==> src/rtl/id_queue.sv <==
`default_nettype none
// ============================================================================
//  Module      : id_queue
//  Description : Instruction-decode stage fronted by a small FIFO of fetched
//                {pc, inst} pairs. The queue head is decoded combinationally,
//                checked for RAW hazards against EX/MEM/ID destinations, and
//                issued into a registered output stage with valid/ready flow.
//  Revision    : 1.0 - initial release
// ============================================================================
module id_queue #(
  parameter int DEPTH = 4
) (
  input  logic                    clk,
  input  logic                    rst,
  input  logic                    flush_i,
  input  logic                    if_valid_i,
  output logic                    if_ready_o,
  input  logic [31:0]             if_pc_i,
  input  logic [31:0]             if_inst_i,
  output logic                    reg1_read_o,
  output logic                    reg2_read_o,
  output logic [4:0]              reg1_addr_o,
  output logic [4:0]              reg2_addr_o,
  input  logic [31:0]             reg1_data_i,
  input  logic [31:0]             reg2_data_i,
  input  logic                    ex_wreg_i,
  input  logic [4:0]              ex_wd_i,
  input  logic                    mem_wreg_i,
  input  logic [4:0]              mem_wd_i,
  input  logic                    ex_ready_i,
  output logic                    id_valid_o,
  output logic [31:0]             pc_o,
  output logic [7:0]              aluop_o,
  output logic [2:0]              alusel_o,
  output logic [31:0]             reg1_o,
  output logic [31:0]             reg2_o,
  output logic [4:0]              wd_o,
  output logic                    wreg_o,
  output logic                    instvalid_o,
  output logic [$clog2(DEPTH):0]  count_o
);

  localparam int c_AW = $clog2(DEPTH);
  localparam int c_CW = c_AW + 1;

  // ALU operation encodings
  localparam logic [7:0] c_ALU_NOP   = 8'h00;
  localparam logic [7:0] c_ALU_AND   = 8'h24;
  localparam logic [7:0] c_ALU_OR    = 8'h25;
  localparam logic [7:0] c_ALU_XOR   = 8'h26;
  localparam logic [7:0] c_ALU_NOR   = 8'h27;
  localparam logic [7:0] c_ALU_SLT   = 8'h2A;
  localparam logic [7:0] c_ALU_SLTU  = 8'h2B;
  localparam logic [7:0] c_ALU_SLL   = 8'h7C;
  localparam logic [7:0] c_ALU_SRL   = 8'h02;
  localparam logic [7:0] c_ALU_SRA   = 8'h03;
  localparam logic [7:0] c_ALU_SLLV  = 8'h04;
  localparam logic [7:0] c_ALU_SRLV  = 8'h06;
  localparam logic [7:0] c_ALU_SRAV  = 8'h07;
  localparam logic [7:0] c_ALU_ADD   = 8'h20;
  localparam logic [7:0] c_ALU_ADDU  = 8'h21;
  localparam logic [7:0] c_ALU_SUB   = 8'h22;
  localparam logic [7:0] c_ALU_SUBU  = 8'h23;
  localparam logic [7:0] c_ALU_MOVZ  = 8'h0A;
  localparam logic [7:0] c_ALU_MOVN  = 8'h0B;
  localparam logic [7:0] c_ALU_MFHI  = 8'h10;
  localparam logic [7:0] c_ALU_MTHI  = 8'h11;
  localparam logic [7:0] c_ALU_MFLO  = 8'h12;
  localparam logic [7:0] c_ALU_MTLO  = 8'h13;
  localparam logic [7:0] c_ALU_MULT  = 8'h18;
  localparam logic [7:0] c_ALU_MULTU = 8'h19;
  localparam logic [7:0] c_ALU_DIV   = 8'h1A;
  localparam logic [7:0] c_ALU_DIVU  = 8'h1B;

  // Result-select encodings
  localparam logic [2:0] c_SEL_NOP   = 3'd0;
  localparam logic [2:0] c_SEL_LOGIC = 3'd1;
  localparam logic [2:0] c_SEL_SHIFT = 3'd2;
  localparam logic [2:0] c_SEL_MOVE  = 3'd3;
  localparam logic [2:0] c_SEL_ARITH = 3'd4;

  // Queue storage and bookkeeping
  logic [63:0]     mem_q [DEPTH];
  logic [c_AW-1:0] wr_ptr_q, wr_ptr_d;
  logic [c_AW-1:0] rd_ptr_q, rd_ptr_d;
  logic [c_CW-1:0] count_q, count_d;

  // Output stage
  logic        valid_q;
  logic [31:0] pc_q, reg1_q, reg2_q;
  logic [7:0]  aluop_q;
  logic [2:0]  alusel_q;
  logic [4:0]  wd_q;
  logic        wreg_q, instvalid_q;

  // Head fields
  logic [63:0] w_head;
  logic [31:0] w_inst;
  logic [5:0]  w_f_op, w_f_fn;
  logic [4:0]  w_f_rs, w_f_rt, w_f_rd, w_f_sa;
  logic [15:0] w_f_imm;

  // Decode results
  logic        w_re1, w_re2, w_is_i, w_movz, w_movn, w_wreg, w_ivalid;
  logic [4:0]  w_a1, w_a2, w_wd;
  logic [31:0] w_imm, w_opnd1, w_opnd2;
  logic [7:0]  w_aluop;
  logic [2:0]  w_alusel;
  logic        w_wreg_fin;

  // Flow control
  logic w_present, w_re1_eff, w_re2_eff, w_haz1, w_haz2, w_issue, w_push, w_pop;

  assign w_head  = mem_q[rd_ptr_q];
  assign w_inst  = w_head[31:0];
  assign w_f_op  = w_inst[31:26];
  assign w_f_rs  = w_inst[25:21];
  assign w_f_rt  = w_inst[20:16];
  assign w_f_rd  = w_inst[15:11];
  assign w_f_sa  = w_inst[10:6];
  assign w_f_fn  = w_inst[5:0];
  assign w_f_imm = w_inst[15:0];

  // Combinational decode of the queue head
  always_comb begin
    w_re1    = 1'b0;
    w_re2    = 1'b0;
    w_a1     = w_f_rs;
    w_a2     = w_f_rt;
    w_imm    = 32'h0;
    w_aluop  = c_ALU_NOP;
    w_alusel = c_SEL_NOP;
    w_wd     = 5'd0;
    w_wreg   = 1'b0;
    w_ivalid = 1'b0;
    w_movz   = 1'b0;
    w_movn   = 1'b0;
    w_is_i   = 1'b0;
    case (w_f_op)
      6'h00: begin
        w_re1    = 1'b1;
        w_re2    = 1'b1;
        w_wd     = w_f_rd;
        w_wreg   = 1'b1;
        w_ivalid = 1'b1;
        case (w_f_fn)
          6'h24: begin w_aluop = c_ALU_AND;  w_alusel = c_SEL_LOGIC; end
          6'h25: begin w_aluop = c_ALU_OR;   w_alusel = c_SEL_LOGIC; end
          6'h26: begin w_aluop = c_ALU_XOR;  w_alusel = c_SEL_LOGIC; end
          6'h27: begin w_aluop = c_ALU_NOR;  w_alusel = c_SEL_LOGIC; end
          6'h2A: begin w_aluop = c_ALU_SLT;  w_alusel = c_SEL_ARITH; end
          6'h2B: begin w_aluop = c_ALU_SLTU; w_alusel = c_SEL_ARITH; end
          6'h20: begin w_aluop = c_ALU_ADD;  w_alusel = c_SEL_ARITH; end
          6'h21: begin w_aluop = c_ALU_ADDU; w_alusel = c_SEL_ARITH; end
          6'h22: begin w_aluop = c_ALU_SUB;  w_alusel = c_SEL_ARITH; end
          6'h23: begin w_aluop = c_ALU_SUBU; w_alusel = c_SEL_ARITH; end
          6'h04: begin w_aluop = c_ALU_SLLV; w_alusel = c_SEL_SHIFT; end
          6'h06: begin w_aluop = c_ALU_SRLV; w_alusel = c_SEL_SHIFT; end
          6'h07: begin w_aluop = c_ALU_SRAV; w_alusel = c_SEL_SHIFT; end
          // Immediate shifts take the shift amount through operand 1
          6'h00: begin w_aluop = c_ALU_SLL; w_alusel = c_SEL_SHIFT; w_re1 = 1'b0; w_imm = {27'h0, w_f_sa}; end
          6'h02: begin w_aluop = c_ALU_SRL; w_alusel = c_SEL_SHIFT; w_re1 = 1'b0; w_imm = {27'h0, w_f_sa}; end
          6'h03: begin w_aluop = c_ALU_SRA; w_alusel = c_SEL_SHIFT; w_re1 = 1'b0; w_imm = {27'h0, w_f_sa}; end
          6'h0A: begin w_aluop = c_ALU_MOVZ; w_alusel = c_SEL_MOVE; w_movz = 1'b1; end
          6'h0B: begin w_aluop = c_ALU_MOVN; w_alusel = c_SEL_MOVE; w_movn = 1'b1; end
          6'h10: begin w_aluop = c_ALU_MFHI; w_alusel = c_SEL_MOVE; w_re1 = 1'b0; w_re2 = 1'b0; end
          6'h12: begin w_aluop = c_ALU_MFLO; w_alusel = c_SEL_MOVE; w_re1 = 1'b0; w_re2 = 1'b0; end
          // HI/LO writers produce no GPR result
          6'h11: begin w_aluop = c_ALU_MTHI;  w_re2 = 1'b0; w_wreg = 1'b0; end
          6'h13: begin w_aluop = c_ALU_MTLO;  w_re2 = 1'b0; w_wreg = 1'b0; end
          6'h18: begin w_aluop = c_ALU_MULT;  w_wreg = 1'b0; end
          6'h19: begin w_aluop = c_ALU_MULTU; w_wreg = 1'b0; end
          6'h1A: begin w_aluop = c_ALU_DIV;   w_wreg = 1'b0; end
          6'h1B: begin w_aluop = c_ALU_DIVU;  w_wreg = 1'b0; end
          default: begin
            w_re1    = 1'b0;
            w_re2    = 1'b0;
            w_wd     = 5'd0;
            w_wreg   = 1'b0;
            w_ivalid = 1'b0;
          end
        endcase
      end
      6'h0C: begin w_is_i = 1'b1; w_aluop = c_ALU_AND;  w_alusel = c_SEL_LOGIC; w_imm = {16'h0, w_f_imm}; end
      6'h0D: begin w_is_i = 1'b1; w_aluop = c_ALU_OR;   w_alusel = c_SEL_LOGIC; w_imm = {16'h0, w_f_imm}; end
      6'h0E: begin w_is_i = 1'b1; w_aluop = c_ALU_XOR;  w_alusel = c_SEL_LOGIC; w_imm = {16'h0, w_f_imm}; end
      // LUI is an OR of $0 with the upper-placed immediate
      6'h0F: begin w_is_i = 1'b1; w_aluop = c_ALU_OR;   w_alusel = c_SEL_LOGIC; w_imm = {w_f_imm, 16'h0}; end
      6'h0A: begin w_is_i = 1'b1; w_aluop = c_ALU_SLT;  w_alusel = c_SEL_ARITH; w_imm = {{16{w_f_imm[15]}}, w_f_imm}; end
      6'h0B: begin w_is_i = 1'b1; w_aluop = c_ALU_SLTU; w_alusel = c_SEL_ARITH; w_imm = {{16{w_f_imm[15]}}, w_f_imm}; end
      6'h08: begin w_is_i = 1'b1; w_aluop = c_ALU_ADD;  w_alusel = c_SEL_ARITH; w_imm = {{16{w_f_imm[15]}}, w_f_imm}; end
      6'h09: begin w_is_i = 1'b1; w_aluop = c_ALU_ADDU; w_alusel = c_SEL_ARITH; w_imm = {{16{w_f_imm[15]}}, w_f_imm}; end
      default: begin
        w_is_i = 1'b0;
      end
    endcase
    if (w_is_i) begin
      w_re1    = 1'b1;
      w_wd     = w_f_rt;
      w_wreg   = 1'b1;
      w_ivalid = 1'b1;
      if (w_f_op == 6'h0F) begin
        w_a1 = 5'd0;
      end
    end
  end

  assign w_present   = (count_q != '0);
  assign w_re1_eff   = w_present & w_re1;
  assign w_re2_eff   = w_present & w_re2;
  assign reg1_read_o = w_re1_eff;
  assign reg2_read_o = w_re2_eff;
  assign reg1_addr_o = w_a1;
  assign reg2_addr_o = w_a2;

  assign w_opnd1 = w_re1_eff ? reg1_data_i : w_imm;
  assign w_opnd2 = w_re2_eff ? reg2_data_i : w_imm;

  // Conditional moves only write when the test operand meets the condition
  assign w_wreg_fin = w_movz ? (w_opnd2 == 32'h0) :
                      w_movn ? (w_opnd2 != 32'h0) : w_wreg;

  // A source register is blocked while any older in-flight instruction targets it
  assign w_haz1 = w_re1_eff && (w_a1 != 5'd0) &&
                  ((ex_wreg_i && (ex_wd_i == w_a1)) ||
                   (mem_wreg_i && (mem_wd_i == w_a1)) ||
                   (valid_q && wreg_q && (wd_q == w_a1)));
  assign w_haz2 = w_re2_eff && (w_a2 != 5'd0) &&
                  ((ex_wreg_i && (ex_wd_i == w_a2)) ||
                   (mem_wreg_i && (mem_wd_i == w_a2)) ||
                   (valid_q && wreg_q && (wd_q == w_a2)));

  assign w_issue    = w_present && !w_haz1 && !w_haz2 && (!valid_q || ex_ready_i);
  assign if_ready_o = (count_q < c_CW'(DEPTH));
  assign w_push     = if_valid_i && if_ready_o && !flush_i;
  assign w_pop      = w_issue && !flush_i;

  // Next-state pointers and occupancy
  always_comb begin
    wr_ptr_d = wr_ptr_q;
    rd_ptr_d = rd_ptr_q;
    count_d  = count_q + c_CW'(w_push) - c_CW'(w_pop);
    if (w_push) begin
      wr_ptr_d = wr_ptr_q + c_AW'(1);
    end
    if (w_pop) begin
      rd_ptr_d = rd_ptr_q + c_AW'(1);
    end
  end

  // Pointer and occupancy registers; flush empties the queue
  always_ff @(posedge clk) begin
    if (rst || flush_i) begin
      wr_ptr_q <= '0;
      rd_ptr_q <= '0;
      count_q  <= '0;
    end else begin
      wr_ptr_q <= wr_ptr_d;
      rd_ptr_q <= rd_ptr_d;
      count_q  <= count_d;
    end
  end

  // Entry storage, written at the tail on an accepted push
  always_ff @(posedge clk) begin
    if (!rst && w_push) begin
      mem_q[wr_ptr_q] <= {if_pc_i, if_inst_i};
    end
  end

  // Output stage: load on issue, drop valid on drain, hold on stall
  always_ff @(posedge clk) begin
    if (rst) begin
      valid_q     <= 1'b0;
      pc_q        <= 32'h0;
      aluop_q     <= c_ALU_NOP;
      alusel_q    <= c_SEL_NOP;
      reg1_q      <= 32'h0;
      reg2_q      <= 32'h0;
      wd_q        <= 5'd0;
      wreg_q      <= 1'b0;
      instvalid_q <= 1'b0;
    end else if (flush_i) begin
      valid_q <= 1'b0;
    end else if (w_issue) begin
      valid_q     <= 1'b1;
      pc_q        <= w_head[63:32];
      aluop_q     <= w_aluop;
      alusel_q    <= w_alusel;
      reg1_q      <= w_opnd1;
      reg2_q      <= w_opnd2;
      wd_q        <= w_wd;
      wreg_q      <= w_wreg_fin;
      instvalid_q <= w_ivalid;
    end else if (valid_q && ex_ready_i) begin
      valid_q <= 1'b0;
    end
  end

  assign id_valid_o  = valid_q;
  assign pc_o        = pc_q;
  assign aluop_o     = aluop_q;
  assign alusel_o    = alusel_q;
  assign reg1_o      = reg1_q;
  assign reg2_o      = reg2_q;
  assign wd_o        = wd_q;
  assign wreg_o      = wreg_q;
  assign instvalid_o = instvalid_q;
  assign count_o     = count_q;

endmodule
`default_nettype wire

==> config.mk <==
export PLATFORM = sky130hd
export DESIGN_NAME = id_queue
export DESIGN_NICKNAME = d
export VERILOG_FILES = /design/src/rtl/id_queue.sv
export SDC_FILE = /design/constraint.sdc
export NUM_CORES = 1
export LEC_CHECK = 0
export ABC_CLOCK_PERIOD_IN_PS = 5900
export BUFFER_PORTS_ARGS = -buffer_cell sky130_fd_sc_hd__buf_2
export CAP_MARGIN = 20
export CORE_AREA = 4 4 176 178
export CTS_CLUSTER_SIZE = 28
export DETAILED_ROUTE_END_ITERATION = 10
export DIE_AREA = 0 0 180 182
export PLACE_DENSITY = 0.75
export SLEW_MARGIN = 20
export SYNTH_ARGS = -nofsm -noshare
export SYNTH_HDL_FRONTEND = slang
export SYNTH_SLANG_ARGS = --single-unit
==> constraint.sdc <==
create_clock -name clk -period 5.9 [get_ports clk]
set_input_delay 0.59 -clock clk [delete_from_list [all_inputs] [get_ports clk]]
set_output_delay 0.59 -clock clk [all_outputs]
set_load 0.05 [all_outputs]
Word-level counts from Yosys, hierarchy flattened
Memory sizes are Yosys's and may differ from the RTL's. A register that Yosys moved wholly into a read port is not among the register bits.
Cells that the tools add are included.

storage, ports and cells
  bits in registers = 122
  bits in latches = 0
  RAM bits = 256
  memory bits (read-only) = 0
  output and inout port bits = 131
  word-level logic and storage cells = 151
  memories kept = 1

memory list
  name   words  width  read ports  clocked after Yosys merged registers in  wr ports  RTL line  text
  mem_q  4      64     1           1                                        1         83        logic [63:0] mem_q [DEPTH];

cells by class
  add/sub/neg operators = 4
  multiply operators = 0
  div/mod/pow operators = 0
  magnitude comparators = 1
  equality and inequality tests = 39
  shifts and indexed selects = 0
  muxes and demuxes = 37
  bitwise gates (word level) = 3
  reduce and logical (&&, ||, !) cells = 54

operators with widths
  cell                                                             number
  7-bit one-hot mux with 26 select lines                           1
  32-bit one-hot mux with 4 select lines                           1
  32-bit two-way mux                                               2
  6-bit by 4-bit == test with 1-bit output, second input constant  10
  6-bit == test, second input constant                             10
  7-bit one-hot mux with 8 select lines                            1
  6-bit by 5-bit == test with 1-bit output, second input constant  8
  32-bit zero test                                                 1
  32-bit nonzero test                                              1
  5-bit == test                                                    6
  5-bit two-way mux                                                6
  26-bit OR reduction                                              1
  1-bit two-way mux                                                22
  22-bit OR reduction                                              1
  21-bit OR reduction                                              1
  20-bit OR reduction                                              1
  1-bit logical AND                                                19
  6-bit by 3-bit == test with 1-bit output, second input constant  3
  4-bit OR reduction                                               4
  6-bit by 2-bit == test with 1-bit output, second input constant  2
  6-bit zero test                                                  2
  3-bit one-hot mux with 4 select lines                            1
  6-bit OR reduction                                               2
  5-bit nonzero test                                               2
  other kinds (16)                                                 30

Longest topological paths before layout
  word-level depth = 16
  gate-level depth with buffers = 22
  gate-level depth less buffers = 16

Worst setup path after synthesis
No wires, ideal clock.

  kind = reg2reg
  start = reg (tool-made name)
  end = reg count_q[2], in the netlist count_o[2]
  data arrival time = 4,105 ps
  path slack = 1,671 ps
  cell stages (with the launch flop) = 23
  path buffers = 6
  period minus slack after synthesis = 4,229 ps
  path through = dfxtp_1 -> buf_6 -> buf_6 -> mux4_2 -> buf_2 -> xor2_1 -> nor4_1 -> nand4_1 -> a31o_2 -> and4b_1 -> buf_4 -> nand2_4 -> inv_2 -> buf_6 -> buf_6 -> ha_1 -> inv_1 -> ha_1 -> inv_1 -> fa_1 -> xor2_1 -> xnor2_1 -> nor2_1

RTL lines
  item                    RTL line  text
  end signal: assignment  260       count_q <= count_d;
  end: declaration        86        logic [c_CW-1:0] count_q, count_d;

==> results.py <==
metrics = {
    "setup_path": {
        "crit_path_end_kind": "output pin",
        "critPathMaxStageDelay_ns": 0.77,
        "path_cells": "buf_4 > mux4_2 > and3b_1 > a31oi_1 > o22ai_1 > a21oi_1 > buf_4 > or2_2 > inv_1 > buf_2",
        "cp_num_buf_inv": 4,
        "crit_path_max_fanout": 33,
        "crit_top_cell": "buf_4",
        "cp.required_ns": 5.31,
        "arrival_ns": 4.90,
        "cp_top_family": "buffers and inverters",
        "critPathLaunchType": "register",
        "slowest_stage": "dfxtp_4",
        "worstSetupPathType": "register to output pin",
    },
    "synthesis": {
        "syn_area_mm2": 0.01633,
        "synth-edff-count": 256,
        "syn_nets": 1375,
        "ys_warn_count": 0,
        "synth_cell_types": 69,
        "synth_top_flop_cell": "edfxtp_1",
        "synth_seq_cells": 379,
        "postSynthAreaPerCell_um2": 13.35,
        "async_flop_share_pct": 0,
        "syn_inst": 1223,
        "ys_seq_area_share_pct": 62.17,
    },
    "finish": {
        "final_common_cell": "buf_2",
        "register_area_mm2": 0.01016,
        "num-nets-final": 1596,
        "multi_input_area_mm2": 0.005595,
        "layout_common_cells": "buf_2 (273), edfxtp_1 (256), dfxtp_1 (121)",
        "fillers": 2228,
        "final_area_mm2": 0.01913,
        "syn2layout_area_growth_pct": 17.21,
        "drive_above_1_share_pct": 32.56,
    },
    "drt": {
        "wl_per_cell_um": 23.96,
        "wl_mm": 44.76,
        "vias": 11640,
        "drt_iter0_drc": 1352,
        "drt-pass1-iter-count": 6,
        "ant_nets": 0,
        "routed_via_density": 6.229,
        "drt_drc_violations_left": 0,
    },
    "placed_design": {
        "numPortBuffers": 274,
        "dpl_cell_area_mm2": 0.01785,
        "hpwl_mm": 29.19,
        "gp_congestion": 0.9242,
    },
    "timing": {
        "rsz0062_at_grt": "false",
        "fin_crit_ns": 5.491,
        "final-hold-violation-count": 0,
        "worst_pin_slew_ns": 1.129,
        "setup_viol": 0,
        "skew_ns": 0.02344,
        "fin_setup_tns_ns": 0,
        "max-slew-margin-rel_pct": 24.70,
        "fmax_mhz": 182.1,
        "drv_slew": 0,
        "fin_crit_sh_pct": 93.07,
    },
    "global_route": {
        "antenna_found_initial": 13,
        "grt_pass1_wl_mm": 68.41,
        "grt_pass1_vias": 11720,
        "grt_overflow": 0,
        "grt_usage_pct": 26.53,
        "grt_max_degree": 90,
    },
    "flow_run": {
        "cap_violations": 0,
    },
    "clock_tree": {
        "cts_resized": 0,
        "numClockSinks": 379,
        "htreeDepth": 2,
        "post_cts_buffers": 0,
        "clk_pin_slew_ns": 0.06,
        "cts_tree": "yes",
        "root_buffer": "clkbuf_16",
        "cts_buffers": 39,
        "cts.path.max_buffers": 3,
        "hold_buffers": 0,
        "clk_latency_ns": 0.54,
    },
    "floorplanning": {
        "fp.dieW_um": 180,
        "die_h_um": 182,
        "dieArea_mm2": 0.03276,
        "fp-row-count": 63,
        "start_util_pct": 55.53,
        "ioPinCount": 276,
        "core_mm2": 0.02940,
    },
    "power": {
        "finalPower_uw": 5971,
        "pwr_density_cell_mw_per_mm2": 312.1,
        "peakVddDrop_mv": 0.2367,
        "p_leak_uw": 0.006560,
    },
    "min_path": {
        "hold_path_class": "primary input to register",
    },
    "status": {
        "status": "finished clean",
    },
}
-- worst paths after layout --
path	cells past startpoint	slack, ns	to	start
worst min-delay path	1	0.26	mem_q[3][51]	if_pc_i[19]
worst max-delay path	10	0.41	reg1_read_o	register
worst max register to register	17	1.09	count_o[2]	register
worst min register to register	2	0.48	pc_o[10]	pc_o[10]
-- worst reg2reg max path, delay by kind of cell (launching register included) --
kind	cells	cell delay, ns
DFF	1	0.77
adders and majority gates	3	0.76
muxes	1	0.73
and+or+nand+nor	4	0.73
buffers and inverters	4	0.71
AOI/OAI and AO/OA	3	0.68
xor gates and xnor gates	2	0.32
-- cells in the mapped netlist (24+ instances only) --
master / instances / area [µm²]
nor2b_1: 26 / 162.7
a21oi_1: 118 / 590.6
edfxtp_1: 256 / 7687
inv_1: 25 / 93.84
clkbuf_1: 71 / 266.5
a22oi_1: 24 / 180.2
o21ai_0: 89 / 445.4
nor2_1: 35 / 131.4
nor3_1: 32 / 160.2
dfxtp_1: 123 / 2462
mux4_2: 64 / 1441
nand2_1: 45 / 168.9
nand3_1: 54 / 270.3
-- metrics by stage --
stage,std cells,hold WS [ns],utilization [%],setup WS (ns)
floorplan,1223,0.4546,-,1.671
global placement,1793,0.4576,60.69,1.112
detailed placement,1793,0.4638,60.70,1.018
CTS,1864,0.2408,65.05,0.4225
global route,1868,0.2560,65.08,0.1018
finish,1868,0.2625,65.08,0.4091
-- area by class of cell --
class                      instances  area share, %
clock buffer                      56          5.702
inverter                          26         0.5100
tap                              390          2.550
sequential                       379          53.08
antenna                            4        0.05231
multi-input combinational        706          29.24
timing repair buffer             292          7.886
clock inverter                    15         0.9743
-- where the power goes --
| part | internal [µW] | switching (µW) |
|---|---|---|
| Combinational | 178 | 417 |
| Clock | 1430 | 1010 |
| Sequential | 2890 | 37.5 |
-- routing by layer --
layer / share of wire (%) / track usage, % / up-vias
li1: - / - / 5202
met1: 39 / 34.83 / 5645
met2: 48 / 42.69 / 643
met3: 9.5 / 6.731 / 128
met4: 3.9 / 10.91 / 18
met5: 0.22 / 0 / -
-- kinds of logic after synthesis --
kind of cell               Yosys count  share of synthesized area [%]
and+or+nand+nor                    258                          8.254
adders and majority gates            7                         0.5825
other                                1                        0.02297
xor gates and xnor gates            21                          1.127
AOI/OAI and AO/OA                  348                          14.70
muxes                               71                          9.281
buffers and inverters              138                          3.863
DFF                                379                          62.17
-- state kept, by name (all words and copies together), names as in the netlist, named ones only --
name,cells
wreg_o,1
alusel_o,3
wr_ptr_q,2
rd_ptr_q,2
reg2_o,32
mem_q,256
id_valid_o,1
instvalid_o,1
reg1_o,32
aluop_o,7
wd_o,5
count_o,3
pc_o,32
(Power assumes the default switching activity.)
